## config.mk

```make
export PLATFORM = sky130hd
export DESIGN_NAME = deadtime_gen
export DESIGN_NICKNAME = d
export VERILOG_FILES = /design/src/rtl/deadtime_gen.sv
export SDC_FILE = /design/constraint.sdc
export NUM_CORES = 1
export LEC_CHECK = 0
export ABC_CLOCK_PERIOD_IN_PS = 5500
export BUFFER_PORTS_ARGS = -buffer_cell sky130_fd_sc_hd__buf_2
export CORE_MARGIN = 1.5
export CORE_UTILIZATION = 64
export CTS_CLUSTER_SIZE = 10
export DETAILED_ROUTE_END_ITERATION = 8
export GPL_ROUTABILITY_DRIVEN = 0
export PLACE_DENSITY = 0.85
export SETUP_SLACK_MARGIN = 0.2
export SLEW_MARGIN = 20
export SYNTH_ARGS = -nofsm -noshare
export SYNTH_HDL_FRONTEND = slang
export SYNTH_SLANG_ARGS = --single-unit
```

## constraint.sdc

```tcl
create_clock -name clk_i -period 5.5 [get_ports clk_i]
set_input_delay 0.825 -clock clk_i [delete_from_list [all_inputs] [get_ports clk_i]]
set_output_delay 0.825 -clock clk_i [all_outputs]
set_load 0.02 [all_outputs]
```

## src/rtl/deadtime_gen.sv

```systemverilog
// Dead-time generator: turns the per-leg phase commands drv_i[1:0] into
// complementary high/low gate commands with a programmable all-off gap on
// every transition, plus a sticky fault shutdown and zero-cycle kill.

// Per-leg state machine. The gate registers hold the decode of the state one
// cycle later, so an edge that moves the FSM into a dead-time window turns the
// old gate off on the following edge. With that alignment the off-gap between
// gates is exactly DT cycles.
module deadtime_leg #(
    parameter int DEADTIME_BITS = 8
) (
    input  logic                     clk_i,
    input  logic                     rst_ni,
    input  logic                     kill_i,
    input  logic                     drv_i,
    input  logic [DEADTIME_BITS-1:0] dt_m1_i,   // effective dead time minus one
    output logic                     hi_o,
    output logic                     lo_o,
    output logic                     in_dt_o
);

    typedef enum logic [2:0] {
        SAFE  = 3'd0,
        LO_ON = 3'd1,
        DT_LH = 3'd2,
        HI_ON = 3'd3,
        DT_HL = 3'd4
    } state_e;

    state_e                   state_q, state_d;
    logic [DEADTIME_BITS-1:0] cnt_q, cnt_d;
    logic                     hi_q, hi_d;
    logic                     lo_q, lo_d;

    // State, counter and gate registers
    always_ff @(posedge clk_i or negedge rst_ni) begin
        if (!rst_ni) begin
            state_q <= SAFE;
            cnt_q   <= '0;
            hi_q    <= 1'b0;
            lo_q    <= 1'b0;
        end else begin
            state_q <= state_d;
            cnt_q   <= cnt_d;
            hi_q    <= hi_d;
            lo_q    <= lo_d;
        end
    end

    // Next state: kill has top priority; a reversal inside a window restarts
    // the full dead time in the opposite direction.
    always_comb begin
        state_d = state_q;
        cnt_d   = cnt_q;
        if (kill_i) begin
            state_d = SAFE;
        end else begin
            case (state_q)
                SAFE: begin
                    state_d = drv_i ? DT_LH : DT_HL;
                    cnt_d   = dt_m1_i;
                end
                LO_ON: begin
                    if (drv_i) begin
                        state_d = DT_LH;
                        cnt_d   = dt_m1_i;
                    end
                end
                HI_ON: begin
                    if (!drv_i) begin
                        state_d = DT_HL;
                        cnt_d   = dt_m1_i;
                    end
                end
                DT_LH: begin
                    if (!drv_i) begin
                        state_d = DT_HL;
                        cnt_d   = dt_m1_i;
                    end else if (cnt_q == '0) begin
                        state_d = HI_ON;
                    end else begin
                        cnt_d = cnt_q - DEADTIME_BITS'(1);
                    end
                end
                DT_HL: begin
                    if (drv_i) begin
                        state_d = DT_LH;
                        cnt_d   = dt_m1_i;
                    end else if (cnt_q == '0) begin
                        state_d = LO_ON;
                    end else begin
                        cnt_d = cnt_q - DEADTIME_BITS'(1);
                    end
                end
                default: state_d = SAFE;
            endcase
        end
    end

    // Gate decode; forced off under kill so a short enable dip leaves no stale
    // on-value in the gate register when the kill releases.
    always_comb begin
        hi_d = 1'b0;
        lo_d = 1'b0;
        if (!kill_i) begin
            case (state_q)
                LO_ON:   lo_d = 1'b1;
                HI_ON:   hi_d = 1'b1;
                default: ;
            endcase
        end
    end

    assign hi_o    = hi_q;
    assign lo_o    = lo_q;
    assign in_dt_o = (state_q == DT_LH) || (state_q == DT_HL);

endmodule

module deadtime_gen #(
    parameter int DEADTIME_BITS = 8,
    parameter int DT_DEFAULT    = 10
) (
    input  logic                     clk_i,
    input  logic                     rst_ni,
    input  logic                     en_i,
    input  logic [1:0]               drv_i,
    input  logic [DEADTIME_BITS-1:0] dt_ticks_i,
    input  logic                     dt_load_i,
    input  logic                     fault_i,
    input  logic                     fault_clr_i,
    output logic [1:0]               gate_hi_o,
    output logic [1:0]               gate_lo_o,
    output logic                     flt_latched_o,
    output logic                     dt_pending_o
);

    localparam int                       NUM_LEGS = 2;
    localparam logic [DEADTIME_BITS-1:0] DT_RST   = DEADTIME_BITS'(DT_DEFAULT);

    logic [DEADTIME_BITS-1:0] dt_cur_q, dt_cur_d;
    logic [DEADTIME_BITS-1:0] dt_shadow_q, dt_shadow_d;
    logic                     dt_pend_q, dt_pend_d;
    logic                     flt_q, flt_d;

    logic [DEADTIME_BITS-1:0] dt_eff;
    logic [DEADTIME_BITS-1:0] dt_m1;
    logic                     kill;
    logic [NUM_LEGS-1:0]      leg_hi, leg_lo, leg_in_dt;
    logic                     any_dt;

    // A programmed zero still gives one cycle of all-off
    assign dt_eff = (dt_cur_q == '0) ? DEADTIME_BITS'(1) : dt_cur_q;
    assign dt_m1  = dt_eff - DEADTIME_BITS'(1);
    assign kill   = ~en_i | fault_i | flt_q;
    assign any_dt = |leg_in_dt;

    for (genvar g = 0; g < NUM_LEGS; g++) begin : g_leg
        deadtime_leg #(
            .DEADTIME_BITS(DEADTIME_BITS)
        ) u_leg (
            .clk_i   (clk_i),
            .rst_ni  (rst_ni),
            .kill_i  (kill),
            .drv_i   (drv_i[g]),
            .dt_m1_i (dt_m1),
            .hi_o    (leg_hi[g]),
            .lo_o    (leg_lo[g]),
            .in_dt_o (leg_in_dt[g])
        );
    end

    // Fault latch: set wins over clear
    always_comb begin
        flt_d = flt_q;
        if (fault_i) begin
            flt_d = 1'b1;
        end else if (fault_clr_i) begin
            flt_d = 1'b0;
        end
    end

    // Dead-time update: never change dt_cur under a running window; the last
    // load seen while a window runs is parked and applied once all legs are out.
    always_comb begin
        dt_cur_d    = dt_cur_q;
        dt_shadow_d = dt_shadow_q;
        dt_pend_d   = dt_pend_q;
        if (dt_load_i) begin
            if (any_dt) begin
                dt_shadow_d = dt_ticks_i;
                dt_pend_d   = 1'b1;
            end else begin
                dt_cur_d  = dt_ticks_i;
                dt_pend_d = 1'b0;
            end
        end else if (dt_pend_q && !any_dt) begin
            dt_cur_d  = dt_shadow_q;
            dt_pend_d = 1'b0;
        end
    end

    // Shared configuration and fault registers
    always_ff @(posedge clk_i or negedge rst_ni) begin
        if (!rst_ni) begin
            dt_cur_q    <= DT_RST;
            dt_shadow_q <= '0;
            dt_pend_q   <= 1'b0;
            flt_q       <= 1'b0;
        end else begin
            dt_cur_q    <= dt_cur_d;
            dt_shadow_q <= dt_shadow_d;
            dt_pend_q   <= dt_pend_d;
            flt_q       <= flt_d;
        end
    end

    // Zero-cycle kill on top of the registered gates
    assign gate_hi_o     = leg_hi & {NUM_LEGS{~kill}};
    assign gate_lo_o     = leg_lo & {NUM_LEGS{~kill}};
    assign flt_latched_o = flt_q;
    assign dt_pending_o  = dt_pend_q;

endmodule

```

==> reports/summary.txt <==
Run status = finished clean
Via density = 6.30
Synth warnings = 0
Hold path startpoint = flt_latched_o
Worst Skew = 0.00813 ns
Worst-Margin Slew = 0.929 ns
Tmin final = 2.45 ns
CTS sink count = 44
Worst skew pair latency = 0.30 ns
Max-Cap Viols = 0
WL/cell = 15.7 um
Total power = 1020 uW
Initial Util = 67.8%
Antenna diodes = 0
Critical Path Max Stage Delay = 0.22 ns
Max rail drop VDD = 0.271 mV
Remaining Overflow, GRT = 0
Setup bufs post-CTS = 0
PortBufs = 21
Fin. Hold Viols = 0
First-pass DRT Iterations = 5
Crit-path cells = buf_2, nor3b_1, buf_4, and2_1, buf_2
WS Path Type = in2out
Slowest-stage cell, CP = buf_4
Post-synthesis sequential area ratio = 43.5%
Cells after synthesis = 257
Row cnt = 22
Pleak = 0.00118 uW
Setup violators final = 0
Overall routed net length = 5070 um
Final TNS setup = 0 ns
CTS tree = done
Largest net degree at the start of global routing = 45
Cell area power density = 375 nW/um^2
Max Transition Viols Final = 0
Initial DRC count = 267
First-pass GRT wire length = 8410 um
Number of fill cells = 279
WP data arrival = 1.62 ns
Final HPWL DP = 3600 um
FF+latch area = 1100 um^2
CP most frequent cell = buf_2
Hold crit path type = reg2reg
Resize count post-CTS = 0
Rel. slew slack = 38.1%
TritonCTS Buffers = 5
Top Ports = 22
Core Region = 3740 um^2
Post-CTS Hold Buffers = 0
Vias in the first global route = 1744
Fmax = 0.409 GHz
Width of the die = 66.0 um
Worst reg2reg path startpoint = dt_cur_q[4]
Overall routing resource usage = 25.8%
Die height = 66.0 um
Syn Nets = 277
Vias = 2029
Top FF cell, synth = dfrtp_1
Ys async rst share = 100%
Clk buf depth = 2
Commonest non-fill, non-tap cells in the layout = 42 x dfrtp_1, 26 x o21ai_0, 21 x nand2_1, 21 x buf_2, 15 x nor2_1
Post-layout nets = 293
Max Fanout on Critical Path = 17
DIE AREA = 4350 um^2
Share of layout cells above drive strength 1 = 19.0%
RSZ-0062 raised after global routing = no
Clk slew on worst S/H paths = 0.08 ns
Crit path from = fault_i
Worst Setup Start Kind = input pin
P&R area growth vs syn = 7.64%
Final Cycle Share = 44.5%
Post-route ant nets = 0
Remaining DRCs = 0
Area of the multi-input gates = 1310 um^2
Initial antenna violation count = 0
Cell Area, Synth = 2540 um^2
Commonest non-fill, non-tap cell in the layout = dfrtp_1
CTS root buffer = clkbuf_8
Post-synth cell types = 61
EDFF count, synth = 0
Setup crit end kind = primary output
Mapped Avg Cell Area = 9.87 um^2
Worst Path Required = 4.68 ns
Seq cells post-synth = 44
H-tree lvl count = 2
## per-stage QoR
step | util (%) | cell area (um^2) | hold slack [ns] | cells | worst slack, ns
4_1_cts | 73.0 | 2730 | 0.509 | 322 | 3.05
6_report | 73.0 | 2730 | 0.506 | 322 | 3.05
2_1_floorplan | - | 2540 | 0.474 | 257 | 2.91
3_3_place_gp | 70.4 | 2630 | 0.486 | 314 | 3.07
5_1_grt | 73.0 | 2730 | 0.529 | 322 | 2.99
3_5_place_dp | 70.4 | 2630 | 0.493 | 314 | 3.06
## synth_stat cells, drive strengths merged (3+ instances only)
cell    number  share of area (%)
or4          3                1.0
xnor2        5                1.7
nor4b        6                2.7
nor3         7                1.8
nand2       21                3.1
o22ai        7                1.7
mux2i        9                3.6
nand3        3               0.59
dfrtp       42                 41
buf          9                2.4
o21a         3               0.89
nor2        15                2.2
ha           4                2.0
a21oi        8                1.6
a22o         9                3.1
a21o         4                1.2
o21ai       29                5.7
clkbuf       4               0.64
inv         13                1.9
and2         4               0.99
a21boi       3               0.89
and3         4               0.99
or3          3               0.84
mux2         8                3.6
## power by group
part | switching, uW | internal, uW | total, uW
logic | 170 | 154 | 324
registers | 83.4 | 403 | 487
clock network | 112 | 102 | 214
total | 366 | 659 | 1020
## cell type report
class / count / share of cell area [%]
clock buffers: 6 / 3.02
repair buffers: 22 / 4.12
clock inverters: 2 / 0.550
inverters: 13 / 1.79
flip-flops and latches: 44 / 40.4
well taps: 48 / 2.20
multi-input cells: 187 / 47.9
## sequential cells by signal, indices dropped and copies added, names as in the netlist
signal,count
g_leg.u_leg.hi_o,2
dt_pending_o,1
flt_latched_o,1
g_leg.u_leg.cnt_q,16
g_leg.u_leg.state_q,6
dt_cur_q,8
dt_shadow_q,8
g_leg.u_leg.lo_o,2
## layer usage
| layer | GRT usage (%) | vias to the layer above | routed length [um] |
|---|---|---|---|
| li1 | - | 974 | - |
| met1 | 36.9 | 981 | 2320 |
| met2 | 38.0 | 68 | 2390 |
| met3 | 7.33 | 6 | 293 |
| met4 | 8.93 | 0 | 61 |
| met5 | 0 | - | 0 |
## path summary, 6_finish.rpt
path | to | slack, ns | cells after the start
min | flt_latched_o | 0.51 | 1
max reg2reg | g_leg[0].u_leg.cnt_q[6] | 3.23 | 8
min in group asynchronous | g_leg[0].u_leg.cnt_q[2] | 0.66 | 1
max in group asynchronous | g_leg[1].u_leg.hi_o | 4.25 | 1
min reg2reg | flt_latched_o | 0.51 | 1
max | gate_lo_o[1] | 3.05 | 5
## worst max-delay path, delay by kind of cell
kind                   cells  cell delay (ns)
AND/OR/NAND/NOR            2             0.32
buffers and inverters      3             0.48
## cell families after synthesis
logic type,after synthesis,synth area share [%]
buf+inv,26,4.93
flops,44,43.5
fa+ha+maj,4,1.97
mux,17,7.10
xor+xnor,7,2.42
simple gates,76,17.5
compound gates,83,22.6
No activity file was read; power rests on OpenSTA's default activity.
